$ cat src/rtl/imem_loader.sv
// rtl/imem_loader.sv - byte-serial instruction memory loader
//
// Purpose: accepts 32-bit instruction words over a valid/ready handshake and
// writes them big-endian, one byte per cycle, into a byte-wide instruction
// memory starting at a latched base address. Writes past MEM_BYTES-1 abort
// the load and raise a sticky error flag.
//
// Ports:
//   clk, reset         clock and asynchronous active-high reset
//   start              load request (IDLE only), latches base_addr/word_count
//   base_addr          first byte address of the load
//   word_count         number of words to load (0 allowed)
//   word_in/valid      incoming instruction word and its valid flag
//   word_ready         loader accepts word_in this cycle
//   mem_addr/data/we   byte write port to the instruction memory
//   busy               high whenever not IDLE
//   done               one-cycle pulse at the end of every load
//   error              sticky out-of-range write flag, cleared on start

module imem_loader #(
  parameter int MEM_BYTES = 51,
  parameter int ADDR_W    = 6
) (
  input  logic              clk,
  input  logic              reset,
  input  logic              start,
  input  logic [ADDR_W-1:0] base_addr,
  input  logic [3:0]        word_count,
  input  logic [31:0]       word_in,
  input  logic              word_valid,
  output logic              word_ready,
  output logic [ADDR_W-1:0] mem_addr,
  output logic [7:0]        mem_data,
  output logic              mem_we,
  output logic              busy,
  output logic              done,
  output logic              error
);

  localparam logic [1:0] ST_IDLE      = 2'd0;
  localparam logic [1:0] ST_WAIT_WORD = 2'd1;
  localparam logic [1:0] ST_WRITE     = 2'd2;
  localparam logic [1:0] ST_FIN       = 2'd3;

  // One extra bit so a MEM_BYTES of 2^ADDR_W still compares correctly.
  localparam logic [ADDR_W:0] MEM_LIMIT = (ADDR_W+1)'(MEM_BYTES);

  logic [1:0]        state_q, state_d;
  logic [ADDR_W-1:0] ptr_q, ptr_d;
  logic [3:0]        cnt_q, cnt_d;
  logic [1:0]        idx_q, idx_d;
  logic [31:0]       word_q, word_d;
  logic              err_q, err_d;
  logic [ADDR_W-1:0] addr_hold_q, addr_hold_d;
  logic [7:0]        data_hold_q, data_hold_d;

  logic [7:0] cur_byte;
  logic       in_bounds;
  logic       write_ok;

  always_comb begin
    cur_byte = 8'h00;
    case (idx_q)
      2'd0:    cur_byte = word_q[31:24];
      2'd1:    cur_byte = word_q[23:16];
      2'd2:    cur_byte = word_q[15:8];
      default: cur_byte = word_q[7:0];
    endcase
  end

  assign in_bounds = ({1'b0, ptr_q} < MEM_LIMIT);
  assign write_ok  = (state_q == ST_WRITE) && in_bounds;

  always_comb begin
    state_d     = state_q;
    ptr_d       = ptr_q;
    cnt_d       = cnt_q;
    idx_d       = idx_q;
    word_d      = word_q;
    err_d       = err_q;
    addr_hold_d = addr_hold_q;
    data_hold_d = data_hold_q;
    case (state_q)
      ST_IDLE: begin
        if (start) begin
          ptr_d   = base_addr;
          cnt_d   = word_count;
          err_d   = 1'b0;
          state_d = (word_count == 4'd0) ? ST_FIN : ST_WAIT_WORD;
        end
      end
      ST_WAIT_WORD: begin
        if (word_valid) begin
          word_d  = word_in;
          idx_d   = 2'd0;
          state_d = ST_WRITE;
        end
      end
      ST_WRITE: begin
        if (!in_bounds) begin
          // Abort: the rest of this word and any remaining words are dropped.
          err_d   = 1'b1;
          state_d = ST_FIN;
        end else begin
          addr_hold_d = ptr_q;
          data_hold_d = cur_byte;
          ptr_d       = ptr_q + ADDR_W'(1);
          idx_d       = idx_q + 2'd1;
          if (idx_q == 2'd3) begin
            cnt_d   = cnt_q - 4'd1;
            state_d = (cnt_q == 4'd1) ? ST_FIN : ST_WAIT_WORD;
          end
        end
      end
      default: state_d = ST_IDLE;
    endcase
  end

  always_ff @(posedge clk or posedge reset) begin
    if (reset) begin
      state_q     <= ST_IDLE;
      ptr_q       <= '0;
      cnt_q       <= '0;
      idx_q       <= '0;
      word_q      <= '0;
      err_q       <= 1'b0;
      addr_hold_q <= '0;
      data_hold_q <= '0;
    end else begin
      state_q     <= state_d;
      ptr_q       <= ptr_d;
      cnt_q       <= cnt_d;
      idx_q       <= idx_d;
      word_q      <= word_d;
      err_q       <= err_d;
      addr_hold_q <= addr_hold_d;
      data_hold_q <= data_hold_d;
    end
  end

  // Outputs decode registered state only; the address/data port shows the
  // live byte while strobing and the last written byte otherwise.
  assign word_ready = (state_q == ST_WAIT_WORD);
  assign busy       = (state_q != ST_IDLE);
  assign done       = (state_q == ST_FIN);
  assign error      = err_q;
  assign mem_we     = write_ok;
  assign mem_addr   = write_ok ? ptr_q : addr_hold_q;
  assign mem_data   = write_ok ? cur_byte : data_hold_q;

endmodule

$ cat config.mk
export PLATFORM = sky130hd
export DESIGN_NAME = imem_loader
export DESIGN_NICKNAME = d
export VERILOG_FILES = /design/src/rtl/imem_loader.sv
export SDC_FILE = /design/constraint.sdc
export NUM_CORES = 1
export LEC_CHECK = 0
export BUFFER_PORTS_ARGS = -buffer_cell sky130_fd_sc_hd__buf_2
export CELL_PAD_IN_SITES_DETAIL_PLACEMENT = 0
export CELL_PAD_IN_SITES_GLOBAL_PLACEMENT = 1
export CORE_UTILIZATION = 35
export CTS_CLUSTER_DIAMETER = 30
export CTS_CLUSTER_SIZE = 8
export DETAILED_ROUTE_END_ITERATION = 12
export GPL_TIMING_DRIVEN = 0
export PLACE_DENSITY_LB_ADDON = 0.1
export REMOVE_ABC_BUFFERS = 1
export SKIP_LAST_GASP = 1
export SYNTH_ARGS = -nofsm -noshare
export SYNTH_HDL_FRONTEND = slang
export SYNTH_SLANG_ARGS = --single-unit
$ cat constraint.sdc
create_clock -name clk -period 3 [get_ports clk]
set_clock_uncertainty 0.15 [all_clocks]
set_input_delay 0.15 -clock clk [delete_from_list [all_inputs] [get_ports clk]]
set_output_delay 0.15 -clock clk [all_outputs]
set_load 0.01 [all_outputs]
==> metrics <==
status complete, no violations; Rows 32; Area contributors post-synth dfrtp_1 (53%), mux2_2 (12%), nand2_1 (3.6%); Worst Max-Slew Pin Slew 0.8104 ns; root buffer cell clkbuf_8; FFs w/ async S/R, synth 100.0%; Hold WS 0.02360 ns; largest area contributor in the netlist dfrtp_1; Residual DRC 0; Post-Syn Instances 260; vias in the first global route 2164; post-DR wirelength/cell 13.95 µm; H-tree Lvls 3; largest net degree at the start of global routing 37; crit path kind flop to output port; Max-slew headroom 45.78%; Max Root-Sink Buffers 2; cts bufs inserted 9; share of cells above drive strength 1 34.43%; critical path endpoint category output port; share of the synthesized area in the top cell type 52.88%; LEAKAGE 1.814 nW; number of setup buffers added after CTS 0; antenna cells 0; final std cells w/o fill 468; global-route wire length before repair 10900 µm; Worst R2R Path Depth 3; Mapped Avg Cell Area 11.10 µm²; number of synthesized flops with an enable pin 0; critical path, cell by cell nor2b_4 > nand2_2 > o21ai_0 > buf_2; nets 414; CP bufs+invs 1; Final Wtd Congestion 0.6984; PortBufs 64; Pre-antenna DRT Iters 4; Final Cycle Share 91.98%; Period minus WS final 2.759 ns; Core ar. 7848 µm²; final hold viol count 0; fillers 782; PwrDens 994.5 nW/µm²; Setup WS post-layout 0.2407 ns; final number of setup-violating endpoints 0; #FFs+latches synth 61; Starting Density 36.78%; Worst path depth 4; RSZ-0062 raised after global routing no; Worst-Skew Late Latency 0.33 ns; total grt overflow 0; area of the multi-input gates 1239 µm²; Max stage delay cell, worst path dfrtp_1; post-synthesis sequential area ratio 52.88%; synth unique cells 39; post-DP HPWL 4313 µm; ANT nets after route 0; Main synth FF type dfrtp_1; max_cap viols 0; synth warn 0; Crit path max-delay family simple AND/OR/NAND/NOR gates; final wirelength 6528 µm; die width 92.82 µm; DRT iter0 DRCs 89; Tot GR Track Use 16.56%; Slew Viols, Final 0; Vias 2282; crit-path max FO 25; sequential cell area 1526 µm²; startpoint types flop; hold path cells 4; Ports 65; CP arrival 2.46 ns; Crit path required time 2.70 ns; Area Overhead vs Synth 35.11%; Die Y 92.82 µm; initial antenna violation count 0; CTS tree yes; Fmax 362.4 MHz; dpl cells 412; DP Worst Slack -0.2871 ns; Clock Pin Slew Worst Setup and Hold Paths 0.06 ns; Syn Std Cell Area 2887 µm²; clock sink total 61; VDD IR-drop max 0.3204 mV; via/cell ratio 4.876; Tightest Hold Check Type primary input to flop; Max stage delay on crit path 0.73 ns; Die Area 8615 µm²
==> routing by layer <==
layer  vias to the layer above  part of all wire (%)  track usage, %
li1                       1134                     -               -
met1                      1095                    49           22.86
met2                        47                    46           25.00
met3                         6                   3.8           4.598
met4                         0                   1.0           5.385
met5                         -                     0               0
==> synth_stat cells, drive strengths merged (2+ instances only) <==
master / number
a31o: 2
and2: 4
a21oi: 16
a222oi: 8
nor3: 2
buf: 9
o22ai: 2
mux2: 32
o22a: 2
a22oi: 2
mux2i: 2
ha: 7
a31oi: 3
nand2: 28
nand3: 4
inv: 11
dfrtp: 61
nor2: 21
clkbuf: 6
nor2b: 3
o21ai: 20
==> sequential cells by signal, summed over array words and instances (netlist names) <==
name         cells
word_q          32
data_hold_q      8
addr_hold_q      6
ptr_q            6
cnt_q            4
idx_q            2
state_q          2
error            1
==> tightest hold or removal path: cells and delay by family <==
family                 cells  cell delay, ns
AOI/OAI and AO/OA          2            0.12
buffers and inverters      1            0.11
and+or+nand+nor            1            0.09
==> report_power, final <==
| part | total [W] | internal (W) | switching [W] |
|---|---|---|---|
| clock network | 0.000818 | 0.000511 | 0.000308 |
| registers | 0.00151 | 0.00123 | 0.000288 |
| logic | 0.00155 | 0.000760 | 0.000786 |
| total | 0.00388 | 0.00250 | 0.00138 |
==> stage by stage <==
step	cell area, µm²	total power (W)	util (%)	TNS, ns
global placement	3242	0.003023	41.31	-1.295
floorplan	2794	0.002568	-	0
CTS	3900	0.003941	49.70	0
global route	3900	0.004216	49.70	0
finish	3900	0.003878	49.70	0
detailed placement	3264	0.003050	41.60	-2.071
==> final cells by class <==
cell class | count | area share [%]
Clock buffer | 12 | 3.978
Clock inverter | 4 | 1.797
Inverter | 11 | 1.059
Multi-Input combinational cell | 173 | 31.76
Sequential cell | 61 | 39.14
Tap cell | 102 | 3.272
Timing Repair Buffer | 105 | 18.99
==> cells in the final DEF, fill, tap and decap left out, types with 9 or more instances in the layout <==
| master | instances |
|---|---|
| inv_1 | 9 |
| buf_2 | 64 |
| clkbuf_8 | 11 |
| dfrtp_1 | 61 |
| o21ai_1 | 12 |
| mux2_2 | 32 |
| nor2_1 | 21 |
| dlygate4sd3_1 | 40 |
| nand2_1 | 26 |
| a21oi_1 | 16 |
==> cells by family (layout without fill, tap and decap cells) <==
family | after synthesis | count (layout) | share of synthesized area [%]
AO/OA/AOI/OAI | 64 | 64 | 15.82
adder cells (fa/ha/maj) | 7 | 7 | 3.034
buffers and inverters | 26 | 132 | 4.638
flip-flops | 61 | 61 | 52.88
multiplexers | 34 | 34 | 13.18
AND/OR/NAND/NOR | 68 | 68 | 10.45
==> repair_timing <==
item / in CTS / in global routing
hold buffers: 40 / 0
gates resized for setup: 3 / 0
setup endpoints to repair: 19 / 0
endpoints found under the hold margin: 74 / 0
==> path summary, 6_finish.rpt <==
path | start | to | slack [ns]
worst max register to register | state_q[1]$_DFFE_PP0P_ | word_q[21]$_DFFE_PP0P_ | 0.79
worst max-delay path | state_q[1]$_DFFE_PP0P_ | mem_data[6] | 0.24
worst min register to register | addr_hold_q[3]$_DFFE_PP0N_ | addr_hold_q[3]$_DFFE_PP0N_ | 0.32
worst min-delay path | word_valid | state_q[0]$_DFFE_PP0P_ | 0.02
min in group asynchronous | reset | word_q[16]$_DFFE_PP0P_ | 0.36
max in group asynchronous | reset | state_q[0]$_DFFE_PP0P_ | 1.72
Note: power is estimated with default switching activity, not from simulation.
